## src/rtl/serial_code_pkg.sv

```systemverilog
// serial_code_pkg
//   Definitions shared by the serial code transmitter and the receiver/detector
//   blocks that consume its stream: the frame state encoding and line levels.
//   No ports.
package serial_code_pkg;

    typedef enum logic [2:0] {
        IDLE   = 3'd0,
        START  = 3'd1,
        DATA   = 3'd2,
        PARITY = 3'd3,
        STOP   = 3'd4
    } serial_state_t;

    localparam logic LINE_IDLE = 1'b1;
    localparam logic START_BIT = 1'b0;
    localparam logic STOP_BIT  = 1'b1;

endpackage

```

## src/rtl/bit_timer.sv

```systemverilog
// bit_timer
//   Counts clocks within one serial bit and flags the last clock of the bit.
//   Ports:
//     clock     in   system clock, rising edge
//     reset_n   in   asynchronous active-low reset
//     clear     in   synchronous clear (frame start), overrides en
//     en        in   count while a frame is in progress
//     bit_done  out  high during the last clock of each bit
module bit_timer #(
    parameter int BIT_CYCLES = 5
) (
    input  logic clock,
    input  logic reset_n,
    input  logic clear,
    input  logic en,
    output logic bit_done
);

    localparam int CW = $clog2(BIT_CYCLES + 1);
    localparam logic [CW-1:0] LAST = CW'(BIT_CYCLES - 1);

    logic [CW-1:0] cnt;

    assign bit_done = en && (cnt == LAST);

    always_ff @(posedge clock or negedge reset_n) begin
        if (!reset_n) begin
            cnt <= '0;
        end else if (clear) begin
            cnt <= '0;
        end else if (en) begin
            // Wrap at each bit boundary so every bit gets exactly BIT_CYCLES clocks.
            if (cnt == LAST) cnt <= '0;
            else             cnt <= cnt + CW'(1);
        end
    end

endmodule

```

## src/rtl/serial_code_tx.sv

```systemverilog
// serial_code_tx
//   Framed serial transmitter: accepts a DATA_W-bit word on valid/ready and
//   sends start(0), data LSB first, [even parity], stop(1), each bit held for
//   BIT_CYCLES clocks. Line output is registered and idles high.
//   Optional feature: define SERIAL_CODE_TX_PARITY_EN to insert an even parity
//   bit between the last data bit and the stop bit.
//   Ports:
//     clock    in   system clock, rising edge
//     reset_n  in   asynchronous active-low reset
//     data     in   word to send, sampled only on handshake
//     valid    in   data is valid
//     ready    out  idle, can accept a word
//     a        out  serial line
//     busy     out  frame in progress
module serial_code_tx
    import serial_code_pkg::*;
#(
    parameter int DATA_W     = 3,
    parameter int BIT_CYCLES = 5
) (
    input  logic              clock,
    input  logic              reset_n,
    input  logic [DATA_W-1:0] data,
    input  logic              valid,
    output logic              ready,
    output logic              a,
    output logic              busy
);

    localparam int BW = $clog2(DATA_W + 1);
    localparam logic [BW-1:0] LAST_BIT = BW'(DATA_W - 1);

    serial_state_t     state;
    logic [DATA_W-1:0] shift_reg;
    logic [DATA_W-1:0] shift_nxt;
    logic [BW-1:0]     bit_cnt;
    logic              bit_done;
    logic              accept;
`ifdef SERIAL_CODE_TX_PARITY_EN
    logic              parity_bit;
`endif

    assign ready     = (state == IDLE);
    assign busy      = (state != IDLE);
    assign accept    = valid && ready;
    assign shift_nxt = shift_reg >> 1;

    bit_timer #(
        .BIT_CYCLES (BIT_CYCLES)
    ) u_bit_timer (
        .clock    (clock),
        .reset_n  (reset_n),
        .clear    (accept),
        .en       (busy),
        .bit_done (bit_done)
    );

    // The line level is computed together with the state transition so that
    // it changes on the same edge as the state and comes straight from a flop.
    always_ff @(posedge clock or negedge reset_n) begin
        if (!reset_n) begin
            state     <= IDLE;
            a         <= LINE_IDLE;
            shift_reg <= '0;
            bit_cnt   <= '0;
`ifdef SERIAL_CODE_TX_PARITY_EN
            parity_bit <= 1'b0;
`endif
        end else begin
            case (state)
                IDLE: begin
                    a <= LINE_IDLE;
                    if (accept) begin
                        shift_reg <= data;
                        bit_cnt   <= '0;
`ifdef SERIAL_CODE_TX_PARITY_EN
                        parity_bit <= ^data;
`endif
                        state     <= START;
                        a         <= START_BIT;
                    end
                end
                START: begin
                    if (bit_done) begin
                        state <= DATA;
                        a     <= shift_reg[0];
                    end
                end
                DATA: begin
                    if (bit_done) begin
                        if (bit_cnt == LAST_BIT) begin
`ifdef SERIAL_CODE_TX_PARITY_EN
                            state <= PARITY;
                            a     <= parity_bit;
`else
                            state <= STOP;
                            a     <= STOP_BIT;
`endif
                        end else begin
                            bit_cnt   <= bit_cnt + BW'(1);
                            shift_reg <= shift_nxt;
                            a         <= shift_nxt[0];
                        end
                    end
                end
                PARITY: begin
                    if (bit_done) begin
                        state <= STOP;
                        a     <= STOP_BIT;
                    end
                end
                STOP: begin
                    if (bit_done) begin
                        state <= IDLE;
                        a     <= LINE_IDLE;
                    end
                end
                default: begin
                    state <= IDLE;
                    a     <= LINE_IDLE;
                end
            endcase
        end
    end

endmodule

```

## config.mk

```make
export PLATFORM = sky130hd
export DESIGN_NAME = serial_code_tx
export DESIGN_NICKNAME = d
export VERILOG_FILES = /design/src/rtl/serial_code_pkg.sv /design/src/rtl/bit_timer.sv /design/src/rtl/serial_code_tx.sv
export SDC_FILE = /design/constraint.sdc
export NUM_CORES = 1
export LEC_CHECK = 0
export CAP_MARGIN = 20
export CORE_AREA = 2 2 39 41
export CTS_BUF_LIST = sky130_fd_sc_hd__clkbuf_8 sky130_fd_sc_hd__clkbuf_16
export CTS_CLUSTER_SIZE = 16
export DETAILED_ROUTE_END_ITERATION = 12
export DIE_AREA = 0 0 41 43
export HOLD_SLACK_MARGIN = 0.08
export PLACE_DENSITY = 0.78
export RECOVER_POWER = 50
export SYNTH_ARGS = -nofsm -noshare
export SYNTH_HDL_FRONTEND = slang
export SYNTH_SLANG_ARGS = --single-unit
```

## constraint.sdc

```tcl
create_clock -name clock -period 4.8 [get_ports clock]
set_input_delay 0.96 -clock clock [delete_from_list [all_inputs] [get_ports clock]]
set_output_delay 0.96 -clock clock [all_outputs]
set_load 0.1 [all_outputs]
```

==> results.md <==
* Max-cap violation count at 0
* Ys Warns at 0
* Highest metal used: met4
* Synthesis-to-finish area growth at 17.36%
* CTS resizes at 0
* Drt first pass iters at 4
* Port bufs at 8
* Critical Path RT at 3840 ps
* CP bufs+invs at 1
* Core ar. at 1384 um2
* Share of cells above drive strength 1 at 0.2361
* Max_slew headroom at 0.3497
* Max incr delay on CP at 1200 ps
* Worst Setup End Kind: primary output
* Register area share after synthesis at 0.4184
* Arrival @ worst endpoint at 2350 ps
* Leak at 0.0003568 uW
* Critical Path End: ready
* Die height at 43 um
* First-pass GRT wire length at 2214 um
* WL/cell at 13.75 um
* Crit-path cells: nor3_4, clkdlybuf4s50_1
* Row count at 14
* Clk sinks at 12
* Crit Path Class: flip-flop to primary output
* Postcts setup bufs at 0
* Post-DP HPWL at 923 um
* Largest net degree at the start of global routing at 13
* Worst path top cell family by delay: buffers and inverters
* Fin crit share at 0.6898
* WL met3 at 43 um
* Hold_buf cts at 0
* Worst R2R Start: u_bit_timer.cnt[0]
* Total die area at 1763 um2
* Number of global-route vias before repair at 500
* Final Hold Viols at 0
* CTS buffer count at 3
* Critical path's slowest cell: clkdlybuf4s50_1
* Post-route ant nets at 0
* Setup TNS Final at 0 ps
* Worst-path fanout max at 10
* Gpl congestion at 0.7645
* Initial antenna violation count at 0
* Initial core utilization at 0.5208
* Syn nets at 72
* Total gr overflow at 0
* Yosys top cell by area: dfrtp_1
* Clock buffer depth at 2
* Clock share of power at 0.185
* Fmax at 302.0 MHz
* Die X at 41 um
* Total global routing track utilization at 0.1893
* FF-to-FF End: shift_reg[1]
* Fin nets at 82
* Switching Fraction at 0.4483
* Pre-CTS setup slack at 1737 ps
* Reg2reg path depth at 5
* Root buffer cell: clkbuf_8
* Netlist cell types at 28
* Area of the multi-input gates at 370.4 um2
* Post-Synthesis Cells at 63
* Outcome: finished clean
* Clk_lat worst skew at 250 ps
* Most frequent cells in the layout: dfrtp_1 (11), clkdlybuf4s50_1 (7), nand2_1 (6)
* Filler cells at 114
* Peak VDD IR at 0.5119 mV
* Synth top area cells: dfrtp_1 (38%), mux2_4 (6.3%), ha_1 (5.2%)
* Final setup vio count at 0
* Worst setup margin at 1489 ps
* Final Max Tran Viols at 0
* Hold WC Path Type: flip-flop to flip-flop
* Internal cell power at 337.5 uW
* Residual DRC count at 0
* CP Depth at 2
* Met2 WL at 536 um
* RSZ-0062 raised after global routing: false
* Vias per cell at 5.409
* Flop2flop setup slack at 3160 ps
* Syn avg cell area at 11.44 um2
* Most common cell after layout, fill and taps aside: dfrtp_1
* Detailed Route WL at 1210 um
* Final Skew at 2.489 ps
* 1st-iter DRT viols at 5
* Cell Area, Synth at 720.7 um2
* Sequential Area at 301.5 um2
* Reg clk slew, reported paths at 60 ps
* Via count at 476
* CP Launch Type: flip-flop
* Ys flop type: dfrtp_1
* Yosys reg bits at 12
* Top cell type's share of synthesized area at 0.3819
* Slew @ Worst Pin at 972.4 ps
* Metal1 wirelength at 605 um
* Worst Setup SP: state[0]
* Period minus WS final at 3311 ps
* Ports at 9
* NetSw at 274.3 uW
* Ant diodes at 0
* CTS tree: done
* Seq pwr share at 0.317
* PwrDens at 723.4 nW/um2
* CTS H-tree depth at 1
* Async set-reset flop share out of synthesis at 1.000
* Comb pwr share at 0.497
* Post-synth EDFFs at 0
per-stage QoR:
step	cells	total power [uW]	utilization	hold WS, ps	cell area [um2]
2_1_floorplan	63	454.2	-	460.3	720.7
3_3_place_gp	84	493.8	0.5714	485.7	790.8
3_5_place_dp	84	501.2	0.5714	487.8	790.8
4_1_cts	88	615.3	0.6112	494.9	845.8
5_1_grt	88	654.2	0.6112	527.5	845.8
6_report	88	611.8	0.6112	492.5	845.8
logic make-up after synthesis:
kind of cell             after synthesis  share of synthesized area
flip-flops                            12                     0.4184
buffers and inverters                  8                    0.06770
adder cells (fa/ha/maj)                3                    0.05209
AND/OR/NAND/NOR                       19                     0.1858
AO/OA/AOI/OAI                         14                     0.1545
multiplexers                           7                     0.1215
cell type report:
| cell class | instances | area share |
|---|---|---|
| Timing Repair Buffer | 8 | 0.09467 |
| Clock buffer | 4 | 0.06509 |
| Tap cell | 16 | 0.02367 |
| Multi-Input combinational cell | 43 | 0.4379 |
| Inverter | 5 | 0.02219 |
| Sequential cell | 12 | 0.3565 |
worst register-to-register path: stages, from the launching register on:
cell and delay (ps):
dfrtp_1 390, inv_1 60, ha_1 210, and2_2 220
a32oi_4 310, mux2_4 340
power by group through the flow:
stage | Sequential [uW] | Combinational (uW) | Clock, uW
final | 194 | 304 | 113
after global routing | 203 | 335 | 116
after CTS | 195 | 306 | 114
after detailed placement | 197 | 304 | 0
after global placement | 193 | 300 | 0
after floorplan | 194 | 261 | 0
synthesized netlist by cell type (all sizes together) (2+ instances only):
library cell,number
a21oi,3
a32o,2
buf,3
dfrtp,11
ha,3
inv,5
mux2,5
mux2i,2
nand2,6
nor2,4
nor2b,2
o21ai,5
o31ai,2
worst min path at each step:
| stage | start | end | cells past startpoint |
|---|---|---|---|
| after detailed placement | u_bit_timer.cnt[2] | u_bit_timer.cnt[2] | 1 |
| final | u_bit_timer.cnt[2] | u_bit_timer.cnt[2] | 1 |
| after global placement | u_bit_timer.cnt[2] | u_bit_timer.cnt[2] | 1 |
| after global routing | u_bit_timer.cnt[2] | u_bit_timer.cnt[2] | 1 |
| after CTS | u_bit_timer.cnt[2] | u_bit_timer.cnt[2] | 1 |
| after floorplan | shift_reg[2] | shift_reg[2] | 1 |
metal layers:
layer  GRT usage  vias to the layer above
li1            -                      245
met1      0.2753                      220
met2      0.2625                        9
met3     0.04712                        2
met4     0.08000                        0
met5           0                        -
Power figures use the tool's default switching activity.
